File: src/rtl/video_rx_pkg.sv
// video_rx_pkg: shared state encoding, default geometry and RGB565 field widths
package video_rx_pkg;
  typedef enum logic [1:0] {SEARCH, ACQUIRE, LOCKED} rx_state_t;
  localparam int H_RES_DEF = 480;
  localparam int V_RES_DEF = 272;
  localparam int R_W = 5;
  localparam int G_W = 6;
  localparam int B_W = 5;
endpackage

File: src/rtl/sync_edge_det.sv
// sync_edge_det: registers a sync/de input, normalises polarity to active-high and flags its edges
module sync_edge_det #(
  parameter bit ACT_LOW = 1'b0
) (
  input  logic clk_pix,
  input  logic rst_pix_n,
  input  logic din,
  output logic q,
  output logic rise,
  output logic fall
);
  logic q_d;
  always_ff @(posedge clk_pix or negedge rst_pix_n) begin
    if (!rst_pix_n) begin
      q   <= 1'b0;
      q_d <= 1'b0;
    end else begin
      q   <= din ^ ACT_LOW;
      q_d <= q;
    end
  end
  assign rise = q & ~q_d;
  assign fall = ~q & q_d;
endmodule

File: src/rtl/video_rx_272p.sv
// video_rx_272p: RGB565 parallel video receiver with coordinate recovery and geometry lock
module video_rx_272p
  import video_rx_pkg::*;
#(
  parameter int CORDW        = 10,
  parameter int H_RES        = H_RES_DEF,
  parameter int V_RES        = V_RES_DEF,
  parameter int LOCK_FRAMES  = 2,
  parameter bit SYNC_ACT_LOW = 1'b1
) (
  input  logic             clk_pix,
  input  logic             rst_pix_n,
  input  logic             vid_hsync,
  input  logic             vid_vsync,
  input  logic             vid_de,
  input  logic [R_W-1:0]   vid_r,
  input  logic [G_W-1:0]   vid_g,
  input  logic [B_W-1:0]   vid_b,
  output logic             pix_valid,
  output logic [CORDW-1:0] pix_x,
  output logic [CORDW-1:0] pix_y,
  output logic [R_W-1:0]   pix_r,
  output logic [G_W-1:0]   pix_g,
  output logic [B_W-1:0]   pix_b,
  output logic             frame_start,
  output logic             line_start,
  output logic             locked,
  output logic             err_line,
  output logic             err_frame
);
  localparam logic [CORDW-1:0] C_MAX  = '1;
  localparam logic [CORDW-1:0] H_LAST = CORDW'(H_RES - 1);
  localparam logic [CORDW:0]   V_CNT  = (CORDW + 1)'(V_RES);
  localparam logic [3:0]       LOCK_N = 4'(LOCK_FRAMES);
  rx_state_t state, state_nx;
  logic [3:0] gcnt, gcnt_nx;
  logic de1, de_rise, de_fall, vs_edge, vs_lvl_unused, vs_fall_unused, hs_unused;
  logic [R_W-1:0] r1;
  logic [G_W-1:0] g1;
  logic [B_W-1:0] b1;
  logic [CORDW-1:0] x_cnt, y_cnt, cur_x, cur_y;
  logic [CORDW:0] lines;
  logic err_seen, err_line_c, err_frame_c, any_err, valid_c, lock_c;

  sync_edge_det #(.ACT_LOW(SYNC_ACT_LOW)) u_vs (
    .clk_pix(clk_pix), .rst_pix_n(rst_pix_n), .din(vid_vsync),
    .q(vs_lvl_unused), .rise(vs_edge), .fall(vs_fall_unused)
  );
  sync_edge_det #(.ACT_LOW(1'b0)) u_de (
    .clk_pix(clk_pix), .rst_pix_n(rst_pix_n), .din(vid_de),
    .q(de1), .rise(de_rise), .fall(de_fall)
  );

  always_ff @(posedge clk_pix or negedge rst_pix_n) begin
    if (!rst_pix_n) begin
      hs_unused <= 1'b0;
      r1        <= '0;
      g1        <= '0;
      b1        <= '0;
    end else begin
      hs_unused <= vid_hsync ^ SYNC_ACT_LOW;
      r1        <= vid_r;
      g1        <= vid_g;
      b1        <= vid_b;
    end
  end

  assign cur_x       = de_rise ? '0 : (x_cnt == C_MAX ? C_MAX : x_cnt + CORDW'(1));
  assign cur_y       = vs_edge ? '0 : y_cnt;
  assign lines       = {1'b0, y_cnt} + {{CORDW{1'b0}}, de_fall};
  assign err_line_c  = de_fall && x_cnt != H_LAST;
  assign err_frame_c = vs_edge && state != SEARCH && lines != V_CNT;
  assign any_err     = err_line_c || err_frame_c;

  always_ff @(posedge clk_pix or negedge rst_pix_n) begin
    if (!rst_pix_n) begin
      x_cnt    <= '0;
      y_cnt    <= '0;
      err_seen <= 1'b0;
    end else begin
      if (de1) x_cnt <= cur_x;
      y_cnt    <= vs_edge ? '0 : (de_fall && y_cnt != C_MAX) ? y_cnt + CORDW'(1) : y_cnt;
      err_seen <= !vs_edge && (err_seen || any_err);
    end
  end

  always_ff @(posedge clk_pix or negedge rst_pix_n) begin
    if (!rst_pix_n) begin
      state <= SEARCH;
      gcnt  <= '0;
    end else begin
      state <= state_nx;
      gcnt  <= gcnt_nx;
    end
  end

  always_comb begin
    state_nx = state;
    gcnt_nx  = gcnt;
    unique case (state)
      SEARCH:
        if (vs_edge) begin
          state_nx = ACQUIRE;
          gcnt_nx  = '0;
        end
      ACQUIRE:
        if (any_err) gcnt_nx = '0;
        else if (vs_edge && !err_seen) begin
          gcnt_nx  = gcnt + 4'd1;
          state_nx = (gcnt + 4'd1 == LOCK_N) ? LOCKED : ACQUIRE;
        end
      LOCKED:
        if (any_err) begin
          state_nx = ACQUIRE;
          gcnt_nx  = '0;
        end
      default: state_nx = SEARCH;
    endcase
  end

  always_comb begin
    lock_c  = state == LOCKED;
    valid_c = de1 && lock_c;
  end

  always_ff @(posedge clk_pix or negedge rst_pix_n) begin
    if (!rst_pix_n) begin
      pix_valid   <= 1'b0;
      pix_x       <= '0;
      pix_y       <= '0;
      pix_r       <= '0;
      pix_g       <= '0;
      pix_b       <= '0;
      frame_start <= 1'b0;
      line_start  <= 1'b0;
      locked      <= 1'b0;
      err_line    <= 1'b0;
      err_frame   <= 1'b0;
    end else begin
      pix_valid   <= valid_c;
      pix_x       <= cur_x;
      pix_y       <= cur_y;
      pix_r       <= valid_c ? r1 : '0;
      pix_g       <= valid_c ? g1 : '0;
      pix_b       <= valid_c ? b1 : '0;
      frame_start <= valid_c && cur_x == '0 && cur_y == '0;
      line_start  <= valid_c && cur_x == '0;
      locked      <= lock_c;
      err_line    <= err_line_c;
      err_frame   <= err_frame_c;
    end
  end
endmodule

File: config.mk
export PLATFORM = sky130hd
export DESIGN_NAME = video_rx_272p
export DESIGN_NICKNAME = d
export VERILOG_FILES = /design/src/rtl/video_rx_pkg.sv /design/src/rtl/sync_edge_det.sv /design/src/rtl/video_rx_272p.sv
export SDC_FILE = /design/constraint.sdc
export NUM_CORES = 1
export LEC_CHECK = 0
export BUFFER_PORTS_ARGS = -buffer_cell sky130_fd_sc_hd__clkbuf_2
export CELL_PAD_IN_SITES_DETAIL_PLACEMENT = 1
export CELL_PAD_IN_SITES_GLOBAL_PLACEMENT = 1
export CORE_MARGIN = 2
export CORE_UTILIZATION = 40
export CTS_CLUSTER_DIAMETER = 80
export CTS_CLUSTER_SIZE = 28
export DETAILED_ROUTE_END_ITERATION = 7
export GPL_ROUTABILITY_DRIVEN = 0
export GPL_TIMING_DRIVEN = 0
export PLACE_DENSITY_LB_ADDON = 0.1
export SLEW_MARGIN = 15
export SYNTH_ARGS = -nofsm -noshare
export SYNTH_HDL_FRONTEND = slang
export SYNTH_SLANG_ARGS = --single-unit
File: constraint.sdc
create_clock -name clk_pix -period 2.9 [get_ports clk_pix]
set_clock_uncertainty 0.05 [all_clocks]
set_input_delay 0.29 -clock clk_pix [delete_from_list [all_inputs] [get_ports clk_pix]]
set_output_delay 0.29 -clock clk_pix [all_outputs]
set_load 0.05 [all_outputs]
# After elaboration in Yosys (flattened, before gate mapping)

Cells that the tools add are included.

Input bits: 21
Output and inout port bits: 42
Bits in registers: 89

Add/subtract/negate cells: 4
Reductions and logical operators: 21
Equal/unequal tests: 12
Bitwise logic cells: 7
Multiplexer cells: 19

Operators by type and width:

| operator                                               | count |
|---|---|
| two-way mux 10 bit                                     | 5 |
| adder 10 x 1 -> 10 bit, second input constant          | 2 |
| zero test 10 bit                                       | 2 |
| two-way mux 4 bit                                      | 4 |
| one-hot mux 4 bit (3 select lines)                     | 1 |
| adder 10 x 1 -> 11 bit                                 | 1 |
| inequality test 11 x 9 -> 1 bit, second input constant | 1 |
| == test 10 bit, second input constant                  | 1 |
| two-way mux 2 bit                                      | 5 |
| two-way mux 5 bit                                      | 2 |
| inequality test 10 bit, second input constant          | 1 |
| inequality test 10 x 9 -> 1 bit, second input constant | 1 |
| logical AND 1 bit                                      | 9 |
| inequality test 2 bit, second input constant           | 4 |
| AND reduction 4 bit                                    | 2 |
| two-way mux 6 bit                                      | 1 |
| one-hot mux 2 bit (3 select lines)                     | 1 |
| adder 4 x 1 -> 4 bit, second input constant            | 1 |
| == test 4 x 2 -> 1 bit, second input constant          | 1 |
| NOT 1 bit                                              | 4 |
| nonzero test 2 bit                                     | 2 |
| bitwise AND 1 bit                                      | 3 |
| inequality test 3 bit, second input constant           | 1 |
| nonzero test 3 bit                                     | 1 |
| 5 further kinds                                        | 7 |

# Depth between registers and ports, before layout

Gate-level depths: netlist (run 1).

Word-level depth: 8
Gate-level depth with buffers: 9
Mapped depth without buffers: 9

# Cells and area by module

From an unflattened synthesis (run 1), not the netlist that was laid out.

Cells, all modules: 308
Area, all modules: 3,617.2 sq um

Modules (own cells, without submodules):

| module                | cells each | area an instance (sq um) | times used |
|---|---|---|---|
| video_rx_272p         | 299        | 3,483.3                  | 1 |
| sync_edge_det at u_vs | 5          | 68.8                     | 1 |
| sync_edge_det at u_de | 4          | 65.1                     | 1 |

# Worst setup path before layout (run 1)

Ideal clock, no wire load.

Kind: register -> register
Start: register x_cnt[0]
End: register frame_start
Stages on the path, launching flop included: 8
Data required time: 2.754 ns
Clock period less this slack: 2.288 ns
Slack: 0.612 ns
Setup time: 0.096 ns
Arrival: 2.142 ns
Cells stage by stage: dfrtp_1 > ha_1 > or2_2 > o22ai_1 > a41oi_1 > or3b_1 > or4_4 > nor4_2

Word-level cells in the longest chain between the ends: 6
Elaborated cells between the ends (all ways): 7

RTL lines:

| element                                                  | RTL line             | source |
|---|---|---|
| start: declaration                                       | video_rx_272p.sv:41  | `logic [CORDW-1:0] x_cnt, y_cnt, cur_x, cur_y;` |
| start signal: assignment                                 | video_rx_272p.sv:81  | `if (de1) x_cnt <= cur_x;` |
| adder 10 x 1 -> 10 bit or == test 10 bit (tied branches) | video_rx_272p.sv:68  | `assign cur_x = de_rise ? '0 : (x_cnt == C_MAX ? C_MAX : x_cnt + CORDW'(1));` |
| two-way mux 10 bit (*) (2 in series)                     | video_rx_272p.sv:68  |  |
| zero test 10 bit (*)                                     | video_rx_272p.sv:146 | `frame_start <= valid_c && cur_x == '0 && cur_y == '0;` |
| logical AND 1 bit (*) (2 in series)                      | video_rx_272p.sv:146 |  |
| end signal: assignment                                   | video_rx_272p.sv:134 | `frame_start <= 1'b0;` |
| end signal: assignment                                   | video_rx_272p.sv:146 |  |
| end: declaration                                         | video_rx_272p.sv:25  | `output logic frame_start,` |

Mark *: on every way between the ends. The rest lies on a longest branch, timed or not.
A chain may end at the register's enable or synchronous reset.

# Worst setup path after layout (run 1)

Start: register x_cnt[1]
End: register frame_start

The elaborated chain is that of the path after synthesis.

==> results of run 1 <==
==> per-stage QoR <==
stage               cell area (sq um)  hold slack, ns  total power (uW)  worst slack [ns]
CTS                              4432        0.001566              2677            0.3888
detailed placement               4054          0.2632              1815            0.4161
global route                     4432        0.004715              2788            0.1542
global placement                 4024          0.3034              1798            0.4419
finish                           4432         0.01603              2644            0.3974
floorplan                        3583        -0.05559              1680            0.6121
==> timing repair <==
| item | CTS | global route |
|---|---|---|
| resized for setup | 0 | 0 |
| hold buffers | 18 | 0 |
| endpoints found under the hold margin | 49 | 0 |
==> metal layers <==
layer / share of wire [%] / up-vias
met1: 50 / 1285
met2: 46 / 44
met5: 0 / -
met4: 0.75 / 0
met3: 3.4 / 6
li1: - / 1230
==> Yosys cell counts, types with 3 or more instances <==
cell | n | area, sq um
nor2_1 | 20 | 75.07
xnor2_1 | 5 | 43.79
nand4_1 | 5 | 31.28
nand3_1 | 9 | 45.04
inv_1 | 9 | 33.78
a22o_1 | 4 | 35.03
a31oi_1 | 7 | 43.79
dfrtp_1 | 89 | 2227
a21oi_1 | 14 | 70.07
o22ai_1 | 3 | 18.77
o21ai_0 | 5 | 25.02
buf_2 | 5 | 25.02
mux2_2 | 9 | 101.4
clkbuf_1 | 10 | 37.54
nand2_1 | 11 | 41.29
ha_1 | 6 | 75.07
or2_2 | 3 | 18.77
and3_1 | 19 | 118.9
nor3_1 | 10 | 50.05
nor2b_1 | 18 | 112.6
xor2_1 | 5 | 43.79
nor4_1 | 3 | 18.77
==> area by class of cell <==
cell class,count,area (sq um)
Buffer,19,100.1
Clock buffer,9,123.9
Clock inverter,7,73.82
Fill cell,943,4289
Inverter,9,33.78
Multi-Input combinational cell,185,1222
Sequential cell,89,2227
Tap cell,108,135.1
Timing Repair Buffer,80,515.5
==> worst max-delay path by stage <==
stage | startpoint | to | slack [ns]
2_1_floorplan | x_cnt[0]$_DFFE_PN0P_ | frame_start$_DFF_PN0_ | 0.61
3_3_place_gp | x_cnt[0]$_DFFE_PN0P_ | frame_start$_DFF_PN0_ | 0.44
3_5_place_dp | x_cnt[1]$_DFFE_PN0P_ | frame_start$_DFF_PN0_ | 0.42
4_1_cts | x_cnt[1]$_DFFE_PN0P_ | frame_start$_DFF_PN0_ | 0.39
5_1_grt | y_cnt[2]$_DFFE_PN0P_ | y_cnt[9]$_DFFE_PN0P_ | 0.15
6_report | x_cnt[1]$_DFFE_PN0P_ | frame_start$_DFF_PN0_ | 0.40
==> state kept, by name (all words and copies together), names as in the netlist, 6 cells and up <==
signal / flops
pix_x: 10
pix_y: 10
x_cnt: 10
y_cnt: 10
g1: 6
pix_g: 6
==> placed cells by master, fill, tap and decap left out, drive strengths merged, types with 2 or more instances in the layout <==
master	Yosys	final
and3	20	20
buf	8	9
and2	3	3
clkinvlp	0	2
or2	3	3
a31oi	7	7
nor2	20	20
nand2b	2	2
xnor2	5	5
a21oi	14	14
or3	2	2
clkbuf	11	81
xor2	5	5
nor4	4	4
dfrtp	89	89
and4	3	3
o21ai	5	5
nand3	9	9
dlygate4sd3	0	18
a22o	4	4
o22ai	3	3
nand2	11	11
ha	6	6
nor2b	18	18
a21o	2	2
mux2	9	9
inv	9	13
nand4	6	6
o31ai	2	2
nor3	10	10
==> cells by family after synthesis <==
family,synth area share (%)
AO/OA/AOI/OAI,7.612
adder cells (fa/ha/maj),2.095
AND/OR/NAND/NOR,18.85
XOR/XNOR,2.444
flip-flops,62.15
multiplexers,3.108
buffers and inverters,3.736
==> power breakdown <==
group	switching, uW	internal [uW]
Clock	496	339
Sequential	64.7	1320
Combinational	273	155
==> flow_summary.yaml, run 1 <==
outcome:
  status: "completed"
critical_path:
  cpPeakStageDelay_ns: 0.46
  worst_setup_path_end_kind: "flop"
  critical_path.startpoint_type: "flop"
  worst-endpoint-arrival_ns: 2.72
  worstPathRequired_ns: 3.12
  cp_cell_sequence: "ha_1, and4_1, buf_6, nand4_4, a41oi_1, or3b_1, or4_4, nor4_2"
  worstReg2RegStart: "x_cnt[1]$_DFFE_PN0P_"
  largest_fanout_on_the_critical_path: 7
  cp_num_buf_inv: 1
  reg2reg_to: "frame_start$_DFF_PN0_"
  setup.worst_path.class: "flop to flop"
  critPathSlowestCell: "dfrtp_1"
  dominant_delay_contributor_by_cell_family_on_the_critical_path: "simple AND/OR/NAND/NOR gates"
  worst_r2r_path_depth: 8
  reg2reg_slack_ns: 0.40
  crit_cells: 8
die:
  die-area_sq_um: 9732
  placementRows: 34
  die_width_um: 98.65
  num_io_pins: 63
  initial_utilization_pct: 41.09
  placeableCoreArea_sq_um: 8721
  die_y_um: 98.65
global_routing:
  grtUsageMet1_pct: 25.02
  grt_util_met3_pct: 3.617
  global_route.overflow_total: 0
  antenna_violations_before_repair: 0
  grt_pass1_vias: 2652
  global_route.peak_usage_layer: "met2"
  global_route_total_usage_across_every_layer_pct: 17.34
  grt.met2_usage_pct: 26.53
  grt_start_max_net_pins: 58
  grt_pass1_wl_um: 13480
timing:
  timing.setup.tns_ns: 0
  grt_setup_unrepaired: "no"
  timing.slew.headroom_pct: 48.27
  min_period_ns: 2.503
  hold_viol: 0
  tightest_slew_ns: 0.7694
  fmaxAchievable_ghz: 0.3996
  ratio_of_final_minimum_period_to_clock_period_pct: 86.30
  slew_violations: 0
  setup_violations: 0
drt:
  postRouteWirelength_um: 7827
  drc: 0
  via_per_inst: 5.069
  drt_pre_antenna_iters: 4
  vias: 2565
  drt-wirelength-per-cell_um: 15.47
  drt_iter0_markers: 70
  ant_nets: 0
finish:
  final_layout_size_suffix_gt1_share_pct: 26.88
  layout.cells.non_filler: 506
  area.growth.synth_to_final_pct: 23.67
  nets: 420
  antenna-diode-count: 0
  final_util_pct: 50.82
cts:
  cts_made_buffers: 9
  clock_sink_count: 89
  cts_post_setup_buffers_inserted: 0
  tritoncts: "built"
  clock_latency_ns: 0.35
  clockBufferDepth: 2
  cts.htree.levels: 3
  cts.reportedPaths.clkPinSlew_ns: 0.10
  root_buffer: "clkbuf_8"
synth:
  synth-seq-cells: 89
  share_of_synthesized_area_occupied_by_flip_flops_and_latches_pct: 62.15
  synth.cell_area_sq_um: 3583
  mappedNetlistNets: 329
  ys_dominant_reg_cell: "dfrtp_1"
  warning_count_from_the_yosys_run: 0
  synth_area_per_cell_sq_um: 11.87
  ys_async_sr_fraction_pct: 100.0
  synthesis.instances: 302
  synth_cell_type_count: 48
  synth_enable_flop_cells: 0
placement:
  buffer_ports.inserted: 61
  dp_cells: 472
  detailed_place_hpwl_um: 5388
run:
  cap_viol_max_count: 0
power:
  pwr_density_cell_nw_per_um2: 596.6
  power.static_leakage_uw: 0.002254
  peak_ir_drop_on_the_vdd_network_uv: 269.2
min_path:
  hold-path-endpoint: "u_vs.q$_DFF_PN0_"
  worst_hold_path_type: "input pin to flop"
  timing.hold.worst_path_depth: 2
  timing.hold.worst.start: "vid_vsync"
Power figures use the tool's default switching activity.
==> run 2, diff against run 1 <==
CELL_PAD_IN_SITES_DETAIL_PLACEMENT = not set   (was 1)
CELL_PAD_IN_SITES_GLOBAL_PLACEMENT = not set   (was 1)
PLACE_DENSITY_LB_ADDON = not set   (was 0.1)
==> run 2 against run 1 <==
Against the previous run:
- fmax grew 0.56%
- final area shrank 0.25%
- sequential share of layout area grew 0.13 points
- first-iteration DRC count grew 70%
- combinational power shrank 2%
- global-route usage shrank 2.6 points
- register-to-register slack is essentially flat
- sequential power is essentially flat
- clock-buffer cell count is the same
- sequential cell count is the same
==> flow_summary.yaml, run 2 (synthesized netlist as in run 1, its figures left out) <==
die:
  die_width_um: 98.65
  die_y_um: 98.65
  num_io_pins: 63
  placeableCoreArea_sq_um: 8721
  die-area_sq_um: 9732
  placementRows: 34
  initial_utilization_pct: 41.09
cts:
  cts.htree.levels: 3
  cts_made_buffers: 9
  tritoncts: "built"
  cts_post_setup_buffers_inserted: 0
  count_of_cells_resized_by_post_cts_repair: 0
  clockBufferDepth: 2
  root_buffer: "clkbuf_8"
  holdBufCountCts: 18
  cts.reportedPaths.clkPinSlew_ns: 0.09
  clock_latency_ns: 0.36
  clock_sink_count: 89
timing:
  setup_violations: 0
  timing.setup.tns_ns: 0
  slew_violations: 0
  timing.slew.headroom_pct: 50.83
  hold_viol: 0
  grt_setup_unrepaired: "no"
  min_period_ns: 2.489
  tightest_slew_ns: 0.7314
  ratio_of_final_minimum_period_to_clock_period_pct: 85.81
  fmaxAchievable_ghz: 0.4018
critical_path:
  cp_cell_sequence: "ha_1, and4_1, buf_6, nand4_4, a41oi_1, or3b_1, or4_4, nor4_2"
  cpPeakStageDelay_ns: 0.44
  setup.worst_path.class: "flop to flop"
  reg2reg_slack_ns: 0.41
  critPathSlowestCell: "dfrtp_1"
  largest_fanout_on_the_critical_path: 7
  cp_num_buf_inv: 1
  critical_path.startpoint_type: "flop"
  worstReg2RegStart: "x_cnt[0]$_DFFE_PN0P_"
  worst_setup_path_end_kind: "flop"
  worstSetupStartpoint: "x_cnt[0]$_DFFE_PN0P_"
  worstPathRequired_ns: 3.11
  dominant_delay_contributor_by_cell_family_on_the_critical_path: "simple AND/OR/NAND/NOR gates"
  worst-endpoint-arrival_ns: 2.70
drt:
  drt_pre_antenna_iters: 4
  ant_nets: 0
  drc: 0
  drt_iter0_markers: 119
  vias: 2541
  drt-wirelength-per-cell_um: 13.63
  via_per_inst: 5.022
  postRouteWirelength_um: 6896
placement:
  detailed_place_hpwl_um: 4685
  dp_cells: 472
  buffer_ports.inserted: 61
min_path:
  worst_hold_path_type: "input pin to flop"
  timing.hold.worst.start: "vid_vsync"
finish:
  nets: 420
  layout.cells.non_filler: 506
  final_layout_size_suffix_gt1_share_pct: 26.88
  most_common_cell_after_layout_fill_and_taps_aside: "dfrtp_1"
  layout.filler_cells: 763
  area.growth.synth_to_final_pct: 23.36
  antenna-diode-count: 0
  final_cell_mix: "89 x dfrtp_1, 60 x clkbuf_2, 20 x nor2_1, 19 x and3_1"
global_routing:
  global_route.overflow_total: 0
  global_route_total_usage_across_every_layer_pct: 14.76
  grt_pass1_vias: 2365
  grt_pass1_wl_um: 11330
  antenna_violations_before_repair: 0
  grt_start_max_net_pins: 57
power:
  power.total_uw: 2600
  pwr_density_cell_nw_per_um2: 588.2
  peak_ir_drop_on_the_vdd_network_uv: 398.5
  power.static_leakage_uw: 0.002251
run:
  cap_viol_max_count: 0
outcome:
  status: "completed"
-- run 2: cell counts in the layout (fill, tap and decap cells not counted) --
Identical to the previous run, type by type.
-- run 2: worst paths after layout --
path	endpoint	cells past startpoint
setup / recovery	frame_start$_DFF_PN0_	8
hold / removal	u_vs.q$_DFF_PN0_	2
setup reg to reg	frame_start$_DFF_PN0_	8
hold reg to reg	u_vs.q_d$_DFF_PN0_	0
max in group asynchronous	pix_r[1]$_DFF_PN0_	3
min in group asynchronous	u_de.q$_DFF_PN0_	2
-- run 2: per-layer routing --
metal  track usage (%)  routed length [um]
met1             20.79                3265
met2             21.77                3161
met3             4.184                 328
met4             5.796                 140
met5                 0                   0
-- run 2: final cells by class --
class | count | area, sq um | area share (%)
inverter | 9 | 33.78 | 0.7642
sequential | 89 | 2227 | 50.38
clock buffer | 9 | 123.9 | 2.802
clock inverter | 7 | 62.56 | 1.415
tap | 108 | 135.1 | 3.057
timing repair buffer | 80 | 515.5 | 11.66
multi-input combinational | 185 | 1222 | 27.65
buffer | 19 | 100.1 | 2.264
-- run 2: power breakdown --
| group | switching (uW) | internal (uW) | total, uW |
|---|---|---|---|
| logic | 264 | 154 | 419 |
| clock network | 473 | 330 | 803 |
| registers | 62.2 | 1320 | 1380 |
| total | 799 | 1800 | 2600 |
-- run 2: per-stage QoR --
stage               utilization, %  instance area, sq um  setup slack, ns  hold WS [ns]
floorplan                        -                  3583           0.6121      -0.05559
global placement             46.14                  4024           0.4470        0.3040
detailed placement           46.48                  4054           0.4173        0.2682
CTS                          50.69                  4420           0.3846       0.01679
global route                 50.69                  4420           0.2876       0.01286
finish                       50.69                  4420           0.4114       0.02627
